### config.mk
export PLATFORM = sky130hd
export DESIGN_NAME = alu_ctrl_muldiv
export DESIGN_NICKNAME = d
export VERILOG_FILES = /design/src/rtl/alu_ctrl_muldiv_pkg.sv /design/src/rtl/alu_ctrl_muldiv_muldiv_iter.sv /design/src/rtl/alu_ctrl_muldiv.sv
export SDC_FILE = /design/constraint.sdc
export NUM_CORES = 1
export LEC_CHECK = 0
export CAP_MARGIN = 5
export CELL_PAD_IN_SITES_DETAIL_PLACEMENT = 2
export CELL_PAD_IN_SITES_GLOBAL_PLACEMENT = 2
export CORE_MARGIN = 4
export CORE_UTILIZATION = 26
export DETAILED_ROUTE_END_ITERATION = 7
export PLACE_DENSITY = 0.71
export SLEW_MARGIN = 20
export SYNTH_ARGS = -nofsm -noshare
export SYNTH_HDL_FRONTEND = slang
export SYNTH_HIERARCHICAL = 1
export SYNTH_SLANG_ARGS = --single-unit
### constraint.sdc
create_clock -name clk -period 6.2 [get_ports clk]
set_input_delay 1.24 -clock clk [delete_from_list [all_inputs] [get_ports clk]]
set_output_delay 1.24 -clock clk [all_outputs]
set_load 0.01 [all_outputs]
### src/rtl/alu_ctrl_muldiv_pkg.sv
// rtl/alu_ctrl_muldiv_pkg.sv - shared ALUOp, ALUControl, OpCode and Funct encodings
package alu_ctrl_muldiv_pkg;

    localparam logic [1:0] ALUOP_LW_SW = 2'b00;
    localparam logic [1:0] ALUOP_RTYPE = 2'b10;
    localparam logic [1:0] ALUOP_IMM   = 2'b11;

    typedef enum logic [3:0] {
        ALU_AND  = 4'b0000,
        ALU_OR   = 4'b0001,
        ALU_ADD  = 4'b0010,
        ALU_SLL  = 4'b0011,
        ALU_SRL  = 4'b0100,
        ALU_SRA  = 4'b0101,
        ALU_SUB  = 4'b0110,
        ALU_SLT  = 4'b0111,
        ALU_SLTU = 4'b1000,
        ALU_NOR  = 4'b1100,
        ALU_XOR  = 4'b1101,
        ALU_NOP  = 4'b1111
    } alu_ctrl_e;

    localparam logic [5:0] OP_ADDI  = 6'd8;
    localparam logic [5:0] OP_ADDIU = 6'd9;
    localparam logic [5:0] OP_SLTI  = 6'd10;
    localparam logic [5:0] OP_SLTIU = 6'd11;
    localparam logic [5:0] OP_ANDI  = 6'd12;
    localparam logic [5:0] OP_ORI   = 6'd13;
    localparam logic [5:0] OP_XORI  = 6'd14;

    localparam logic [5:0] FN_SLL   = 6'd0;
    localparam logic [5:0] FN_SRL   = 6'd2;
    localparam logic [5:0] FN_SRA   = 6'd3;
    localparam logic [5:0] FN_MFHI  = 6'd16;
    localparam logic [5:0] FN_MTHI  = 6'd17;
    localparam logic [5:0] FN_MFLO  = 6'd18;
    localparam logic [5:0] FN_MTLO  = 6'd19;
    localparam logic [5:0] FN_MULT  = 6'd24;
    localparam logic [5:0] FN_MULTU = 6'd25;
    localparam logic [5:0] FN_DIV   = 6'd26;
    localparam logic [5:0] FN_DIVU  = 6'd27;
    localparam logic [5:0] FN_ADD   = 6'd32;
    localparam logic [5:0] FN_ADDU  = 6'd33;
    localparam logic [5:0] FN_SUB   = 6'd34;
    localparam logic [5:0] FN_SUBU  = 6'd35;
    localparam logic [5:0] FN_AND   = 6'd36;
    localparam logic [5:0] FN_OR    = 6'd37;
    localparam logic [5:0] FN_XOR   = 6'd38;
    localparam logic [5:0] FN_NOR   = 6'd39;
    localparam logic [5:0] FN_SLT   = 6'd42;
    localparam logic [5:0] FN_SLTU  = 6'd43;

    typedef enum logic {S_IDLE, S_RUN} md_state_e;

    function automatic logic is_md_funct(input logic [5:0] f);
        return (f inside {FN_MFHI, FN_MTHI, FN_MFLO, FN_MTLO,
                          FN_MULT, FN_MULTU, FN_DIV, FN_DIVU});
    endfunction

endpackage

### src/rtl/alu_ctrl_muldiv_muldiv_iter.sv
// rtl/alu_ctrl_muldiv_muldiv_iter.sv - iterative multiply/divide unit with HI/LO registers
// Ports: start/op launch MULT(00) MULTU(01) DIV(10) DIVU(11); flush aborts a run;
// wr_hi/wr_lo load rs_val; busy/done/idle status; hi/lo architectural registers.
module muldiv_iter
    import alu_ctrl_muldiv_pkg::*;
#(
    parameter int WIDTH = 32
) (
    input  logic             clk,
    input  logic             rst_n,
    input  logic             start,
    input  logic [1:0]       op,
    input  logic             flush,
    input  logic             wr_hi,
    input  logic             wr_lo,
    input  logic [WIDTH-1:0] rs_val,
    input  logic [WIDTH-1:0] rt_val,
    output logic             busy,
    output logic             done,
    output logic             idle,
    output logic [WIDTH-1:0] hi,
    output logic [WIDTH-1:0] lo
);
    localparam int CNT_W = $clog2(WIDTH + 1);

    md_state_e        state_q, state_d;
    logic [CNT_W-1:0] cnt_q, cnt_d;
    // acc holds the partial product high half (mul) or partial remainder (div);
    // wq holds the multiplier being shifted out (mul) or the quotient being built (div).
    logic [WIDTH-1:0] acc_q, acc_d, wq_q, wq_d, mcand_q, mcand_d;
    logic             op_mul_q, op_mul_d, neg_lo_q, neg_lo_d, neg_hi_q, neg_hi_d;
    logic [WIDTH-1:0] hi_q, hi_d, lo_q, lo_d;
    logic             busy_q, busy_d, done_q, done_d;

    logic             rs_neg, rt_neg;
    logic [WIDTH-1:0] abs_rs, abs_rt;
    logic [WIDTH:0]   mul_sum, div_shift;
    logic             div_ge;
    logic [WIDTH-1:0] div_diff, step_acc, step_wq, res_hi, res_lo;
    logic [2*WIDTH-1:0] prod, prod_fix;

    always_comb begin
        rs_neg    = ~op[0] & rs_val[WIDTH-1];
        rt_neg    = ~op[0] & rt_val[WIDTH-1];
        abs_rs    = rs_neg ? -rs_val : rs_val;
        abs_rt    = rt_neg ? -rt_val : rt_val;

        mul_sum   = {1'b0, acc_q} + ({(WIDTH+1){wq_q[0]}} & {1'b0, mcand_q});
        div_shift = {acc_q, wq_q[WIDTH-1]};
        div_ge    = div_shift >= {1'b0, mcand_q};
        // Only consumed when div_ge, where the true difference fits in WIDTH bits.
        div_diff  = div_shift[WIDTH-1:0] - mcand_q;

        step_acc  = op_mul_q ? mul_sum[WIDTH:1]
                             : (div_ge ? div_diff : div_shift[WIDTH-1:0]);
        step_wq   = op_mul_q ? {mul_sum[0], wq_q[WIDTH-1:1]}
                             : {wq_q[WIDTH-2:0], div_ge};

        prod      = {step_acc, step_wq};
        prod_fix  = neg_lo_q ? -prod : prod;
        res_hi    = op_mul_q ? prod_fix[2*WIDTH-1:WIDTH] : (neg_hi_q ? -step_acc : step_acc);
        res_lo    = op_mul_q ? prod_fix[WIDTH-1:0]       : (neg_lo_q ? -step_wq  : step_wq);
    end

    always_comb begin
        state_d  = state_q;
        cnt_d    = cnt_q;
        acc_d    = acc_q;
        wq_d     = wq_q;
        mcand_d  = mcand_q;
        op_mul_d = op_mul_q;
        neg_lo_d = neg_lo_q;
        neg_hi_d = neg_hi_q;
        hi_d     = hi_q;
        lo_d     = lo_q;
        done_d   = 1'b0;
        case (state_q)
            S_IDLE: begin
                if (start) begin
                    state_d  = S_RUN;
                    cnt_d    = CNT_W'(WIDTH);
                    acc_d    = '0;
                    op_mul_d = ~op[1];
                    wq_d     = op[1] ? abs_rs : abs_rt;
                    mcand_d  = op[1] ? abs_rt : abs_rs;
                    // A zero divisor must leave the all-ones quotient uncorrected; the
                    // remainder then rebuilds the raw dividend after sign correction.
                    neg_lo_d = (rs_neg ^ rt_neg) & (~op[1] | (|rt_val));
                    neg_hi_d = rs_neg;
                end else begin
                    if (wr_hi) hi_d = rs_val;
                    if (wr_lo) lo_d = rs_val;
                end
            end
            S_RUN: begin
                if (flush) begin
                    state_d = S_IDLE;
                    cnt_d   = '0;
                end else begin
                    acc_d = step_acc;
                    wq_d  = step_wq;
                    cnt_d = cnt_q - CNT_W'(1);
                    if (cnt_q == CNT_W'(1)) begin
                        state_d = S_IDLE;
                        hi_d    = res_hi;
                        lo_d    = res_lo;
                        done_d  = 1'b1;
                    end
                end
            end
            default: state_d = S_IDLE;
        endcase
        busy_d = (state_d == S_RUN);
    end

    always_ff @(posedge clk or negedge rst_n) begin
        if (!rst_n) begin
            state_q  <= S_IDLE;
            cnt_q    <= '0;
            acc_q    <= '0;
            wq_q     <= '0;
            mcand_q  <= '0;
            op_mul_q <= 1'b0;
            neg_lo_q <= 1'b0;
            neg_hi_q <= 1'b0;
            hi_q     <= '0;
            lo_q     <= '0;
            busy_q   <= 1'b0;
            done_q   <= 1'b0;
        end else begin
            state_q  <= state_d;
            cnt_q    <= cnt_d;
            acc_q    <= acc_d;
            wq_q     <= wq_d;
            mcand_q  <= mcand_d;
            op_mul_q <= op_mul_d;
            neg_lo_q <= neg_lo_d;
            neg_hi_q <= neg_hi_d;
            hi_q     <= hi_d;
            lo_q     <= lo_d;
            busy_q   <= busy_d;
            done_q   <= done_d;
        end
    end

    assign busy = busy_q;
    assign done = done_q;
    assign idle = (state_q == S_IDLE);
    assign hi   = hi_q;
    assign lo   = lo_q;

endmodule

### src/rtl/alu_ctrl_muldiv.sv
// rtl/alu_ctrl_muldiv.sv - EX-stage ALU control decode with iterative mul/div and HI/LO
// Ports: ALUOp/OpCode/Funct decode to ALUControl and illegal; ex_valid/ex_flush qualify
// the EX instruction; rs_val/rt_val operands; md_stall/md_busy/md_done mul/div status;
// hilo_rdata returns HI or LO for MFHI/MFLO.
module alu_ctrl_muldiv
    import alu_ctrl_muldiv_pkg::*;
#(
    parameter int WIDTH = 32
) (
    input  logic             clk,
    input  logic             rst_n,
    input  logic [1:0]       ALUOp,
    input  logic [5:0]       OpCode,
    input  logic [5:0]       Funct,
    input  logic             ex_valid,
    input  logic             ex_flush,
    input  logic [WIDTH-1:0] rs_val,
    input  logic [WIDTH-1:0] rt_val,
    output logic [3:0]       ALUControl,
    output logic             illegal,
    output logic             md_stall,
    output logic             md_busy,
    output logic             md_done,
    output logic [WIDTH-1:0] hilo_rdata
);
    logic             matched;
    logic             md_req, md_fire, md_idle;
    logic [WIDTH-1:0] hi, lo;

    always_comb begin
        ALUControl = ALU_NOP;
        matched    = 1'b1;
        case (ALUOp)
            ALUOP_LW_SW: ALUControl = ALU_ADD;
            ALUOP_IMM: begin
                case (OpCode)
                    OP_ADDI, OP_ADDIU: ALUControl = ALU_ADD;
                    OP_SLTI:           ALUControl = ALU_SLT;
                    OP_SLTIU:          ALUControl = ALU_SLTU;
                    OP_ANDI:           ALUControl = ALU_AND;
                    OP_ORI:            ALUControl = ALU_OR;
                    OP_XORI:           ALUControl = ALU_XOR;
                    default:           matched    = 1'b0;
                endcase
            end
            ALUOP_RTYPE: begin
                case (Funct)
                    FN_SLL:           ALUControl = ALU_SLL;
                    FN_SRL:           ALUControl = ALU_SRL;
                    FN_SRA:           ALUControl = ALU_SRA;
                    FN_ADD, FN_ADDU:  ALUControl = ALU_ADD;
                    FN_SUB, FN_SUBU:  ALUControl = ALU_SUB;
                    FN_AND:           ALUControl = ALU_AND;
                    FN_OR:            ALUControl = ALU_OR;
                    FN_XOR:           ALUControl = ALU_XOR;
                    FN_NOR:           ALUControl = ALU_NOR;
                    FN_SLT:           ALUControl = ALU_SLT;
                    FN_SLTU:          ALUControl = ALU_SLTU;
                    FN_MFHI, FN_MTHI, FN_MFLO, FN_MTLO,
                    FN_MULT, FN_MULTU, FN_DIV, FN_DIVU: ALUControl = ALU_NOP;
                    default:          matched    = 1'b0;
                endcase
            end
            default: matched = 1'b0;
        endcase
    end

    assign illegal  = ex_valid & ~matched;

    assign md_req   = ex_valid & (ALUOp == ALUOP_RTYPE) & is_md_funct(Funct) & ~ex_flush;
    assign md_stall = md_req & (md_busy | ~md_idle);
    assign md_fire  = md_req & ~md_stall;

    // Within the mul/div class, Funct[3] separates MULT..DIVU from the HI/LO moves,
    // and Funct[1:0] selects the specific operation.
    muldiv_iter #(.WIDTH(WIDTH)) u_muldiv_iter (
        .clk    (clk),
        .rst_n  (rst_n),
        .start  (md_fire & Funct[3]),
        .op     (Funct[1:0]),
        .flush  (ex_flush),
        .wr_hi  (md_fire & (Funct == FN_MTHI)),
        .wr_lo  (md_fire & (Funct == FN_MTLO)),
        .rs_val (rs_val),
        .rt_val (rt_val),
        .busy   (md_busy),
        .done   (md_done),
        .idle   (md_idle),
        .hi     (hi),
        .lo     (lo)
    );

    assign hilo_rdata = (md_fire && Funct == FN_MFHI) ? hi :
                        (md_fire && Funct == FN_MFLO) ? lo : '0;

endmodule

Word level (Yosys, flattened, before mapping) --
Cells that the tools add are included.
Cells by class: bitwise gates (word level) 21, order comparisons 1, eq/ne operators 36, add/subtract/negate cells 8, mux-type cells 46, reduce and logical (&&, ||, !) cells 15
Operators by type and width (number):
- $mux 32 | 25
- $pmux 32 s2 | 4
- $neg 32->32 | 4
- $mux 64 | 1
- $neg 64->64 | 1
- $eq 6x6->1 const B | 10
- $eq 6x5->1 const B | 8
- $pmux 4 s11 | 1
- $eq 6x4->1 const B | 7
- $add 32x33->33 | 1
- $and 33x32->33 | 1
- $ge 33x32->1 | 1
- $reduce_or 32->1 | 1
- $sub 32x32->32 | 1
- $pmux 4 s6 | 1
- $reduce_or 21->1 | 1
- $and 1x1->1 | 12
- $eq 6x2->1 const B | 2
- $mux 6 | 2
- $pmux 4 s3 | 1
- $pmux 6 s2 | 1
- $mux 1 | 8
- $reduce_and 4->1 | 2
- $reduce_bool 8->1 | 1
- other kinds (16) | 30
Storage, ports and cells: logic and storage cells 138, register bits 171, output and inout bits 40, bits of input ports 82

Longest topological paths before layout --
Gate-level depths: netlist of run 1.
word-level depth 11, gate-level depth with buffers 22, gate-level depth less buffers 20

By module --
Netlist of run 1, hierarchy kept.
Modules (own cells, without submodules):
- muldiv_iter | cells each 2215, area an instance 16468.3 µm², sequential area each 4279.1 µm², instances 1
- alu_ctrl_muldiv | cells each 144, area an instance 972.2 µm², sequential area each 0.0 µm², instances 1

Worst setup path after synthesis of run 1 --
OpenSTA, ideal clock, no wires.
path kind register to register, start point register u_muldiv_iter.acc_q[25], end point register u_muldiv_iter.hi_q[28], in the netlist u_muldiv_iter/hi[28], data required time 6.105 ns, buffers on the path 2, cell stages (with the launch flop) 20, period minus slack after synthesis 4.856 ns, setup time 0.095 ns, path slack 1.344 ns, arrival 4.761 ns, path through dfrtp_1 ha_1 buf_6 a21o_1 a2111oi_2 o21ai_1 and2_1 buf_6 o41a_1 inv_1 ha_1 o21ai_0 nor4_1 and4bb_2 nand4_1 nor4_1 a21oi_1 o21ba_2 mux2_2 o31ai_1
On the way: longest elaborated chain between the ends 9, elaborated cells on any way between the ends 14, those cells by class 4 x add/sub; 1 x order compare; 9 x mux
Ends and longest elaborated chain:
- start, declared | RTL line alu_ctrl_muldiv_muldiv_iter.sv:30 | logic [WIDTH-1:0] acc_q, acc_d, wq_q, wq_d, mcand_q, mcand_d;
- start signal, assigned | RTL line alu_ctrl_muldiv_muldiv_iter.sv:120 | acc_q <= '0;
- start signal, assigned | RTL line alu_ctrl_muldiv_muldiv_iter.sv:133 | acc_q <= acc_d;
- $sub 32x32->32 / $ge 33x32->1 (equally long branches) | RTL line alu_ctrl_muldiv_muldiv_iter.sv:52, alu_ctrl_muldiv_muldiv_iter.sv:50
- $mux 32 | RTL line alu_ctrl_muldiv_muldiv_iter.sv:55 | : (div_ge ? div_diff : div_shift[WIDTH-1:0]);
- $mux 32 | RTL line alu_ctrl_muldiv_muldiv_iter.sv:54 | step_acc = op_mul_q ? mul_sum[WIDTH:1]
- $neg 64->64 / $neg 32->32 (equally long branches) | RTL line alu_ctrl_muldiv_muldiv_iter.sv:60, alu_ctrl_muldiv_muldiv_iter.sv:61
- $mux 64 / $mux 32 (equally long branches) | RTL line alu_ctrl_muldiv_muldiv_iter.sv:60, alu_ctrl_muldiv_muldiv_iter.sv:61
- $mux 32 * | RTL line alu_ctrl_muldiv_muldiv_iter.sv:61 | res_hi = op_mul_q ? prod_fix[2*WIDTH-1:WIDTH] : (neg_hi_q ? -step_acc : step_acc);
- $mux 32 * | RTL line alu_ctrl_muldiv_muldiv_iter.sv:103 | if (cnt_q == CNT_W'(1)) begin
- $mux 32 * | RTL line alu_ctrl_muldiv_muldiv_iter.sv:96 | if (flush) begin
- $pmux 32 s2 * | RTL line alu_ctrl_muldiv_muldiv_iter.sv:77 | case (state_q)
- end signal, assigned | RTL line alu_ctrl_muldiv_muldiv_iter.sv:139 | hi_q <= hi_d;
- end, declared | RTL line alu_ctrl_muldiv_muldiv_iter.sv:32 | logic [WIDTH-1:0] hi_q, hi_d, lo_q, lo_d;
Every way passes the cells marked *; elsewhere a longest branch is shown, timed or not. The select of a mux whose other input is x is not followed. A chain may end at the register's enable or synchronous reset.

Final worst setup path of run 1 --
start point register u_muldiv_iter.acc_q[3], end point register u_muldiv_iter.hi_q[28], in the netlist u_muldiv_iter/hi[28]
Same word-level chain as after synthesis.

==> metrics.json, run 1 <==
{
  "global_route": {
    "grt_overflow": 0,
    "grt_first_pass_wirelength_mm": 134,
    "first_global_vias": 20200,
    "pin_count_of_the_biggest_net_entering_global_routing": 96,
    "grt_util_all_layers_pct": 25.0,
    "antenna_found_initial": 4
  },
  "placement": {
    "gpl.final_weighted_congestion": 0.948,
    "hpwlAfterDp_mm": 72.3,
    "place.port_buffers": 121
  },
  "worst_setup_path": {
    "timing.critical_path.to_type": "register",
    "slowest_stage_cell_on_the_critical_path": "nor3_2",
    "worst-path-max-fanout": 15,
    "critPathBufInv": 3,
    "slowest_delay_ns": 0.82,
    "cp-start-kind": "register",
    "regToRegEndpoint": "u_muldiv_iter/hi[28]",
    "timing_worst_setup_path_type": "register to register",
    "crit_path_cell_trace": "ha_1 -> a21oi_1 -> and2_1 -> a211oi_2 -> o211a_2 -> nor3_2 -> buf_4 -> o21ai_0 -> a221oi_1 -> buf_4 -> or4b_1 -> o41ai_1 -> buf_4 -> xnor2_1 -> nor3b_1 -> o31ai_1",
    "worst_path_most_repeated_cell": "buf_4",
    "critPathArrivalTime_ns": 6.23,
    "family_with_the_most_delay_on_the_worst_path": "compound AO/OA/AOI/OAI gates",
    "worst_r2r_path_depth": 16,
    "cp.required_ns": 6.58,
    "rr_startpoint": "u_muldiv_iter/acc_q[3]",
    "rrSetupSlack_ns": 0.35
  },
  "detailed_routing": {
    "first_drt_pass_iteration_count": 5,
    "drtIter0Drc": 1334,
    "wl_per_cell_um": 27.5,
    "detail_route.drc_violations": 0,
    "finalWirelength_mm": 90.6,
    "vias_per_cell": 5.77,
    "route.antenna.remaining_nets": 0,
    "total_number_of_vias": 19000
  },
  "clock_network": {
    "cts_tree": "built",
    "max-clock-path-buffers": 2,
    "cts_made_buffers": 17,
    "cts_resized": 0,
    "cts_setup_buffers": 0,
    "clock_network_latency_to_the_later_pin_of_the_worst_skew_pair_ns": 0.51,
    "post_cts_hold_buffer_count": 0,
    "h_tree_depth": 4,
    "clock_sink_count": 171,
    "clock_tree.root_cell": "clkbuf_16",
    "clk_slew_on_worst_s_h_paths_ns": 0.08
  },
  "timing": {
    "finalWorstPathRequiredPeriod_ns": 5.85,
    "timing.clock.skew_ns": 0.0220,
    "period_share_pct": 94.4,
    "worst_rel_slew_slack_pct": 24.5,
    "tightest_slew_ns": 1.13,
    "clock.fmax_mhz": 171,
    "setup_viol": 0,
    "number_of_pins_exceeding_their_max_slew_limit_in_the_final_report": 0,
    "setup_repair_after_global_routing_missed_its_margin": "false",
    "fin_hold_viols": 0,
    "setup-tns-final_ns": 0
  },
  "synth": {
    "synthesis.area_per_instance_um2": 7.39,
    "library_cell_with_the_highest_instance_count_after_synthesis": "nand2_1",
    "netlist_top_cells_count": "265 x nand2_1, 259 x a21oi_1, 257 x nor2_1, 215 x o21ai_0, 171 x dfrtp_1",
    "synth_nets": 2513,
    "syn-cell-area_mm2": 0.0174,
    "number_of_storage_elements_in_the_synthesis_netlist": 171,
    "yosys_warnings": 6,
    "synth.top_cells.by_area": "dfrtp_1 25%, a21oi_1 7.4%, o21ai_0 6.2%",
    "synth_ff_type": "dfrtp_1",
    "synth.largest_area_cell": "dfrtp_1",
    "share_of_synthesized_registers_carrying_an_async_set_or_reset_pct": 100,
    "synthDistinctLibCells": 100,
    "synth.yosys.seq_area_share_pct": 24.5,
    "synth_top_area_share_pct": 24.5,
    "synth_edf_count": 0,
    "synthesis.instances": 2359
  },
  "floorplanning": {
    "placeableCoreArea_mm2": 0.0661,
    "floorplan.die.width_um": 267,
    "num_io_pins": 122,
    "die_area_mm2": 0.0713,
    "num_rows": 94,
    "initial_util_pct": 26.4,
    "floorplan.die.height_um": 267
  },
  "min_path": {
    "worst_hold_path_type": "register to register",
    "timing.hold.worst.start": "u_muldiv_iter/hi[0]",
    "min_to": "u_muldiv_iter/hi[0]",
    "min_path_cells": 2
  },
  "layout": {
    "multi_input_area_mm2": 0.0123,
    "nNetsFinal": 2570,
    "layout.area.seq_mm2": 0.00429,
    "drive_gt1_share_pct": 6.46,
    "fillers": 7751,
    "synthToLayoutAreaGrowth_pct": 15.8,
    "final_core_util_pct": 30.6
  },
  "power": {
    "p_leak_nw": 8.30,
    "total_power_per_unit_cell_area_mw_per_mm2": 215,
    "power.ir.vdd_worst_mv": 0.195
  },
  "job": {
    "drv.max_cap_violation_count": 0
  },
  "run_status": {
    "run_status": "completed"
  }
}
## where the power goes
group | switching, W | total (W) | leakage (nW) | internal [W]
Combinational | 0.00119 | 0.00181 | 5.72 | 0.000613
Sequential | 0.000147 | 0.00137 | 2.30 | 0.00122
Clock | 0.000586 | 0.00116 | 0.291 | 0.000577
Total | 0.00193 | 0.00433 | 8.30 | 0.00241
## state kept, by name, summed over array words and instances, names as in the netlist
signal,count
u_muldiv_iter/hi,32
u_muldiv_iter/done,1
u_muldiv_iter/wq_q,32
u_muldiv_iter/lo,32
u_muldiv_iter/busy,1
u_muldiv_iter/neg_hi_q,1
u_muldiv_iter/neg_lo_q,1
u_muldiv_iter/mcand_q,32
u_muldiv_iter/op_mul_q,1
u_muldiv_iter/cnt_q,6
u_muldiv_iter/acc_q,32
## placed cells by master (no fill, tap or decap), types with 9 or more instances in the layout
cell | Yosys | layout
inv_1 | 68 | 68
nand3_1 | 36 | 36
clkdlybuf4s50_1 | 0 | 119
dfrtp_1 | 171 | 169
inv_8 | 0 | 9
nand4_1 | 32 | 32
o21bai_1 | 9 | 9
nor2_1 | 257 | 256
xor2_1 | 67 | 67
a211o_1 | 10 | 10
a31oi_1 | 25 | 25
nor2b_1 | 31 | 31
or4_1 | 13 | 13
o21a_1 | 17 | 17
buf_4 | 3 | 64
a211oi_1 | 32 | 32
nand2b_1 | 21 | 21
a21o_1 | 23 | 23
clkbuf_16 | 0 | 17
and3_1 | 35 | 35
o21ai_0 | 215 | 215
a22o_1 | 11 | 11
or3_1 | 16 | 16
a21oi_1 | 259 | 258
ha_1 | 70 | 70
a21boi_0 | 10 | 10
o41ai_1 | 9 | 9
mux2_2 | 16 | 16
nor4_1 | 21 | 21
nor3_1 | 56 | 56
o211ai_1 | 10 | 10
and2_1 | 46 | 46
xnor2_1 | 81 | 81
nand2_1 | 265 | 263
nor3b_1 | 10 | 10
mux2i_1 | 88 | 88
o31ai_1 | 28 | 28
## per-layer routing
layer | global-route usage [%] | vias up | wire (µm) | share of wire [%]
li1 | - | 8637 | - | -
met1 | 32.3 | 9841 | 40000 | 44
met2 | 43.1 | 422 | 43900 | 48
met3 | 3.34 | 120 | 3540 | 3.9
met4 | 8.50 | 0 | 3130 | 3.5
met5 | 0 | - | 0 | 0
## worst max path at each step
stage	from	end	slack, ns	depth (start not counted)
after CTS	u_muldiv_iter/acc_q[3]	u_muldiv_iter/hi[28]	0.52	16
after detailed placement	u_muldiv_iter/acc_q[3]	u_muldiv_iter/hi[28]	0.58	16
after global placement	u_muldiv_iter/acc_q[9]	u_muldiv_iter/hi[28]	0.79	16
final	u_muldiv_iter/acc_q[3]	u_muldiv_iter/hi[28]	0.35	16
after floorplan	u_muldiv_iter/acc_q[25]	u_muldiv_iter/hi[28]	1.34	19
after global routing	u_muldiv_iter/acc_q[9]	u_muldiv_iter/hi[14]	0.05	19
## worst register-to-register path, cell delays in order (launching register included)
cell	delay, ns
dfrtp_1	0.43
ha_1	0.43
a21oi_1	0.42
and2_1	0.30
a211oi_2	0.16
o211a_2	0.35
nor3_2	0.82
buf_4	0.40
o21ai_0	0.21
a221oi_1	0.45
buf_4	0.22
or4b_1	0.51
o41ai_1	0.35
buf_4	0.18
xnor2_1	0.11
nor3b_1	0.27
o31ai_1	0.12
## final cells by class
class,count,area share [%]
Antenna cell,2,0.0248
Clock buffer,17,2.11
Clock inverter,15,0.836
Inverter,71,1.32
Multi-Input combinational cell,1970,60.8
Sequential cell,171,21.2
Tap cell,864,5.35
Timing Repair Buffer,185,8.39
## cells by family (layout without fill, tap and decap cells)
| group | Yosys count | count (layout) | synth area share (%) |
|---|---|---|---|
| adder cells (fa/ha/maj) | 72 | 72 | 5.25 |
| buffers and inverters | 218 | 288 | 5.19 |
| flip-flops | 171 | 171 | 24.5 |
| AO/OA/AOI/OAI | 763 | 763 | 27.0 |
| AND/OR/NAND/NOR | 883 | 883 | 24.5 |
| multiplexers | 104 | 104 | 6.08 |
| other | 0 | 2 | 0 |
| XOR/XNOR | 148 | 148 | 7.43 |
## per-stage QoR
step	area, µm²	worst slack (ns)	total power, W	cells	hold WS [ns]
after floorplan	17400	1.34	0.00240	2359	0.448
after global placement	19600	0.786	0.00309	3261	0.466
after detailed placement	19600	0.582	0.00315	3261	0.476
after CTS	20200	0.520	0.00433	3293	0.495
after global routing	20200	0.0543	0.00455	3293	0.532
final	20200	0.347	0.00433	3295	0.492
Note: power is estimated with default switching activity, not from simulation.
==> run 2, diff against run 1 <==
--- a/config.mk
+++ b/config.mk
@@ -10,6 +10,7 @@
 export CELL_PAD_IN_SITES_GLOBAL_PLACEMENT = 2
 export CORE_MARGIN = 4
 export CORE_UTILIZATION = 26
+export CTS_BUF_LIST = sky130_fd_sc_hd__clkbuf_2 sky130_fd_sc_hd__clkbuf_4 sky130_fd_sc_hd__clkbuf_8
 export DETAILED_ROUTE_END_ITERATION = 7
 export PLACE_DENSITY = 0.71
 export SLEW_MARGIN = 20
==> run 2 against run 1 <==
Against the previous run: register-to-register slack worse by 0.02 ns; design area is 0.95% lower; first-iteration DRC count is 4.0% lower; critical endpoint unchanged; largest cell class unchanged.
==> metrics.json, run 2 (same netlist as run 1, synthesis figures left out) <==
{
  "clock_network": {
    "cts_resized": 0,
    "post_cts_hold_buffer_count": 0,
    "max-clock-path-buffers": 2,
    "clock_network_latency_to_the_later_pin_of_the_worst_skew_pair_ns": 0.60,
    "clock_sink_count": 171,
    "cts_tree": "built",
    "h_tree_depth": 4,
    "clock_tree.root_cell": "clkbuf_8",
    "cts_made_buffers": 17,
    "clk_slew_on_worst_s_h_paths_ns": 0.12,
    "cts_setup_buffers": 0
  },
  "detailed_routing": {
    "route.antenna.remaining_nets": 0,
    "wl_per_cell_um": 27.4,
    "drtIter0Drc": 1280,
    "finalWirelength_mm": 90.3,
    "detail_route.drc_violations": 0,
    "total_number_of_vias": 19000,
    "vias_per_cell": 5.77,
    "first_drt_pass_iteration_count": 5
  },
  "layout": {
    "mostFrequentLayoutCell": "nand2_1",
    "layout_common_cells": "263 x nand2_1, 258 x a21oi_1, 256 x nor2_1, 215 x o21ai_0, 169 x dfrtp_1",
    "nNetsFinal": 2570,
    "synthToLayoutAreaGrowth_pct": 14.7,
    "final_core_util_pct": 30.3,
    "fillers": 7797,
    "layout.area.seq_mm2": 0.00429,
    "drive_gt1_share_pct": 6.46,
    "finish.cell_count_without_fillers": 3295,
    "multi_input_area_mm2": 0.0123
  },
  "global_route": {
    "first_global_vias": 20100,
    "grt_first_pass_wirelength_mm": 134,
    "antenna_found_initial": 6,
    "pin_count_of_the_biggest_net_entering_global_routing": 96,
    "grt_overflow": 0,
    "grt_util_all_layers_pct": 24.9
  },
  "floorplanning": {
    "initial_util_pct": 26.4,
    "num_io_pins": 122,
    "floorplan.die.width_um": 267,
    "die_area_mm2": 0.0713,
    "num_rows": 94,
    "floorplan.die.height_um": 267,
    "placeableCoreArea_mm2": 0.0661
  },
  "power": {
    "power.ir.vdd_worst_mv": 0.0996,
    "p_leak_nw": 8.22,
    "total_power_per_unit_cell_area_mw_per_mm2": 203,
    "final_power_w": 0.00406
  },
  "worst_setup_path": {
    "slowest_delay_ns": 0.84,
    "family_with_the_most_delay_on_the_worst_path": "compound AO/OA/AOI/OAI gates",
    "cp.required_ns": 6.67,
    "crit_path_cell_trace": "ha_1 -> a21oi_1 -> and2_1 -> a211oi_2 -> o211a_2 -> nor3_2 -> buf_4 -> o21ai_0 -> a221oi_1 -> buf_4 -> or4b_1 -> o41ai_1 -> buf_4 -> xnor2_1 -> nor3b_1 -> o31ai_1",
    "slowest_stage_cell_on_the_critical_path": "nor3_2",
    "worst-path-max-fanout": 15,
    "cp_num_cells": 16,
    "timing_worst_setup_path_type": "register to register",
    "critPathArrivalTime_ns": 6.33,
    "rr_startpoint": "u_muldiv_iter/acc_q[3]",
    "critical_path.startpoint": "u_muldiv_iter/acc_q[3]",
    "worst_path_most_repeated_cell": "buf_4",
    "worst_r2r_path_depth": 16,
    "critPathBufInv": 3,
    "cp-start-kind": "register",
    "timing.critical_path.to_type": "register"
  },
  "placement": {
    "hpwlAfterDp_mm": 72.3,
    "gpl.final_weighted_congestion": 0.948,
    "place.port_buffers": 121,
    "dp.cells": 3261
  },
  "min_path": {
    "timing.hold.worst.start": "u_muldiv_iter/hi[0]",
    "worst_hold_path_type": "register to register",
    "min_path_cells": 2
  },
  "timing": {
    "setup_viol": 0,
    "clock.fmax_mhz": 170,
    "worst_rel_slew_slack_pct": 25.8,
    "fin_hold_viols": 0,
    "finalWorstPathRequiredPeriod_ns": 5.87,
    "number_of_pins_exceeding_their_max_slew_limit_in_the_final_report": 0,
    "tightest_slew_ns": 1.11,
    "setup_repair_after_global_routing_missed_its_margin": "false",
    "period_share_pct": 94.7,
    "timing.clock.skew_ns": 0.0254,
    "setup-tns-final_ns": 0
  },
  "run_status": {
    "run_status": "completed"
  },
  "job": {
    "drv.max_cap_violation_count": 0
  }
}
-- run 2: cell counts in the layout (fill, tap and decap cells not counted) --
Identical to the previous run, type by type.
-- run 2: worst register-to-register path: stages (launching register included) --
cell      delay [ns]
dfrtp_1         0.45
ha_1            0.43
a21oi_1         0.40
and2_1          0.30
a211oi_2        0.16
o211a_2         0.36
nor3_2          0.84
buf_4           0.42
o21ai_0         0.20
a221oi_1        0.45
buf_4           0.22
or4b_1          0.50
o41ai_1         0.36
buf_4           0.18
xnor2_1         0.11
nor3b_1         0.26
o31ai_1         0.12
-- run 2: layout make-up --
cell class,instances,area share (%)
Antenna cell,2,0.0250
Clock buffer,17,1.17
Clock inverter,15,0.844
Inverter,71,1.33
Multi-Input combinational cell,1970,61.3
Sequential cell,171,21.4
Tap cell,864,5.40
Timing Repair Buffer,185,8.47
-- run 2: metrics by stage --
step	instance area, µm²	hold slack [ns]	setup WS (ns)
6_report	20000	0.502	0.331
5_1_grt	20000	0.540	0.0453
4_1_cts	20000	0.503	0.522
3_5_place_dp	19600	0.476	0.582
3_3_place_gp	19600	0.466	0.786
2_1_floorplan	17400	0.448	1.34
-- run 2: power by group --
group	switching, W	internal, W	total, W
clock	0.000551	0.000342	0.000893
combinational	0.00119	0.000613	0.00180
sequential	0.000148	0.00122	0.00137
-- run 2: worst paths after layout --
kind                                          endpoint  slack (ns)
worst max-delay path              u_muldiv_iter/hi[28]        0.33
max in group asynchronous       u_muldiv_iter/op_mul_q        4.09
worst min-delay path               u_muldiv_iter/hi[0]        0.50
worst max register to register    u_muldiv_iter/hi[28]        0.33
min in group asynchronous         u_muldiv_iter/hi[16]        0.77
worst min register to register     u_muldiv_iter/hi[0]        0.50
-- run 2: metal layers --
layer  track usage [%]  share of wire (%)
met1              32.1                 44
met2              41.9                 48
met3              3.38                3.8
met4              10.6                4.4
met5                 0                  0
==> run 3, diff against run 2 <==
--- a/config.mk
+++ b/config.mk
@@ -13,6 +13,7 @@
 export CTS_BUF_LIST = sky130_fd_sc_hd__clkbuf_2 sky130_fd_sc_hd__clkbuf_4 sky130_fd_sc_hd__clkbuf_8
 export DETAILED_ROUTE_END_ITERATION = 7
 export PLACE_DENSITY = 0.71
+export REMOVE_ABC_BUFFERS = 1
 export SLEW_MARGIN = 20
 export SYNTH_ARGS = -nofsm -noshare
 export SYNTH_HDL_FRONTEND = slang
==> run 3 against run 2 <==
Against the previous run: clock skew shrank 0.0026 ns; global-route usage is 0.32 points lower; largest cell class unchanged; count of clock-buffer cells in the layout grew 6; hold slack worse by 0.0022 ns; non-clock buffer count is 7 higher; clock power is 9.5% higher; total power grew 0.87%.
==> metrics.json, run 3 (same netlist as run 1, synthesis figures left out) <==
{
  "run_status": {
    "run_status": "completed"
  },
  "clock_network": {
    "clock_sink_count": 171,
    "h_tree_depth": 4,
    "clk_slew_on_worst_s_h_paths_ns": 0.10,
    "max-clock-path-buffers": 2,
    "clock_tree.root_cell": "clkbuf_8",
    "clock_network_latency_to_the_later_pin_of_the_worst_skew_pair_ns": 0.61,
    "cts_made_buffers": 17,
    "cts_resized": 0,
    "cts_tree": "built",
    "post_cts_hold_buffer_count": 0,
    "cts_setup_buffers": 0
  },
  "floorplanning": {
    "num_io_pins": 122,
    "placeableCoreArea_mm2": 0.0661,
    "initial_util_pct": 26.4,
    "num_rows": 94,
    "floorplan.die.width_um": 267,
    "die_area_mm2": 0.0713,
    "floorplan.die.height_um": 267
  },
  "global_route": {
    "grt_first_pass_wirelength_mm": 133,
    "first_global_vias": 20300,
    "grt_util_all_layers_pct": 24.6,
    "grt_overflow": 0,
    "pin_count_of_the_biggest_net_entering_global_routing": 93,
    "antenna_found_initial": 4
  },
  "timing": {
    "number_of_pins_exceeding_their_max_slew_limit_in_the_final_report": 0,
    "period_share_pct": 90.8,
    "setup_repair_after_global_routing_missed_its_margin": "false",
    "setup_viol": 0,
    "finalWorstPathRequiredPeriod_ns": 5.63,
    "clock.fmax_mhz": 178,
    "timing.clock.skew_ns": 0.0228,
    "fin_hold_viols": 0,
    "worst_rel_slew_slack_pct": 30.1,
    "tightest_slew_ns": 1.04,
    "final_worst_setup_slack_ns": 0.569,
    "hold-worst-slack_ns": 0.500
  },
  "layout": {
    "final_antenna_diode_count": 0,
    "mostFrequentLayoutCell": "nand2_1",
    "fillers": 7806,
    "synthToLayoutAreaGrowth_pct": 15.3,
    "nNetsFinal": 2577,
    "drive_gt1_share_pct": 6.74,
    "layout_common_cells": "263 x nand2_1, 257 x a21oi_1, 256 x nor2_1, 215 x o21ai_0, 169 x dfrtp_1"
  },
  "power": {
    "p_leak_nw": 8.27,
    "total_power_per_unit_cell_area_mw_per_mm2": 204,
    "power.ir.vdd_worst_mv": 0.139,
    "final_power_w": 0.00410
  },
  "min_path": {
    "worst_hold_path_type": "register to register",
    "timing.hold.worst.start": "u_muldiv_iter/hi[15]",
    "min_path_cells": 2,
    "min_to": "u_muldiv_iter/hi[15]"
  },
  "worst_setup_path": {
    "worst_r2r_path_depth": 21,
    "family_with_the_most_delay_on_the_worst_path": "compound AO/OA/AOI/OAI gates",
    "cp-start-kind": "register",
    "worst-path-max-fanout": 8,
    "critPathBufInv": 3,
    "rr_startpoint": "u_muldiv_iter/acc_q[23]",
    "cp.required_ns": 6.71,
    "timing.critical_path.to_type": "register",
    "regToRegEndpoint": "u_muldiv_iter/hi[20]",
    "cp_num_cells": 21,
    "crit_path_cell_trace": "ha_1 -> a21o_1 -> a2111oi_2 -> o21ai_1 -> and2_1 -> o41a_1 -> inv_1 -> ha_1 -> o21ai_0 -> nor4_1 -> buf_4 -> and4bb_2 -> nand4_1 -> nor4_1 -> buf_4 -> nand2b_1 -> and2_1 -> a41oi_1 -> xnor2_1 -> mux2i_1 -> o21ai_0",
    "slowest_delay_ns": 0.57,
    "critPathArrivalTime_ns": 6.15,
    "rrSetupSlack_ns": 0.57,
    "timing_worst_setup_path_type": "register to register",
    "slowest_stage_cell_on_the_critical_path": "o41a_1"
  },
  "detailed_routing": {
    "detail_route.drc_violations": 0,
    "wl_per_cell_um": 27.0,
    "finalWirelength_mm": 89.1,
    "first_drt_pass_iteration_count": 5,
    "route.antenna.remaining_nets": 0,
    "vias_per_cell": 5.79,
    "total_number_of_vias": 19100,
    "drtIter0Drc": 1192
  },
  "placement": {
    "hpwlAfterDp_mm": 69.5,
    "place.port_buffers": 121,
    "gpl.final_weighted_congestion": 0.951,
    "detailedPlace.worstSlack_ns": 0.584
  },
  "job": {
    "drv.max_cap_violation_count": 0
  }
}
-- run 3: changes by cell type in the layout (fill, tap and decap cells not counted), sizes merged --
cell / before / now
inv: 79 / 68
clkbuf: 17 / 24
buf: 66 / 72
bufinv: 1 / 4
diode: 2 / 0
clkinv: 4 / 5
clkinvlp: 2 / 1
-- run 3: worst max-delay path by stage --
stage	end	slack [ns]	startpoint
final	u_muldiv_iter/hi[20]	0.57	u_muldiv_iter/acc_q[23]
after global routing	u_muldiv_iter/hi[20]	0.06	u_muldiv_iter/acc_q[9]
after CTS	u_muldiv_iter/hi[20]	0.54	u_muldiv_iter/acc_q[23]
after detailed placement	u_muldiv_iter/hi[20]	0.58	u_muldiv_iter/acc_q[23]
after global placement	u_muldiv_iter/hi[6]	0.89	u_muldiv_iter/wq_q[31]
after floorplan	u_muldiv_iter/hi[20]	-0.15	u_muldiv_iter/op_mul_q
-- run 3: per-layer routing --
metal | global-route usage (%) | wire length [µm]
met5 | 0 | 13
met2 | 42.0 | 42800
met3 | 3.60 | 3500
met4 | 6.77 | 2500
met1 | 32.5 | 40300
-- run 3: cell type report --
cell class / instances / area (µm²) / area share (%)
inverter: 71 / 267 / 1.32
clock inverter: 7 / 141 / 0.703
sequential: 171 / 4290 / 21.3
timing repair buffer: 192 / 1770 / 8.82
tap: 864 / 1080 / 5.37
multi-input combinational: 1970 / 12300 / 61.0
clock buffer: 23 / 285 / 1.42
-- run 3: tightest hold or removal path: cells and delay by family, from the launching register on --
family / cells / cell delay (ns)
and+or+nand+nor: 1 / 0.05
AOI/OAI and AO/OA: 1 / 0.06
DFF: 1 / 0.36
-- run 3: power by group --
group	total (W)	switching [W]	internal [W]
Sequential	0.00138	0.000166	0.00122
Combinational	0.00174	0.00112	0.000616
Clock	0.000978	0.000511	0.000467
Total	0.00410	0.00180	0.00230
-- run 3: through the flow --
stage	area [µm²]	setup TNS, ns	utilization, %	instances
6_report	20100	0	30.4	3298
5_1_grt	20100	0	30.4	3298
4_1_cts	20100	0	30.4	3298
3_5_place_dp	19700	0	29.8	3268
3_3_place_gp	19700	0	29.8	3268
2_1_floorplan	16800	-0.532	-	2212
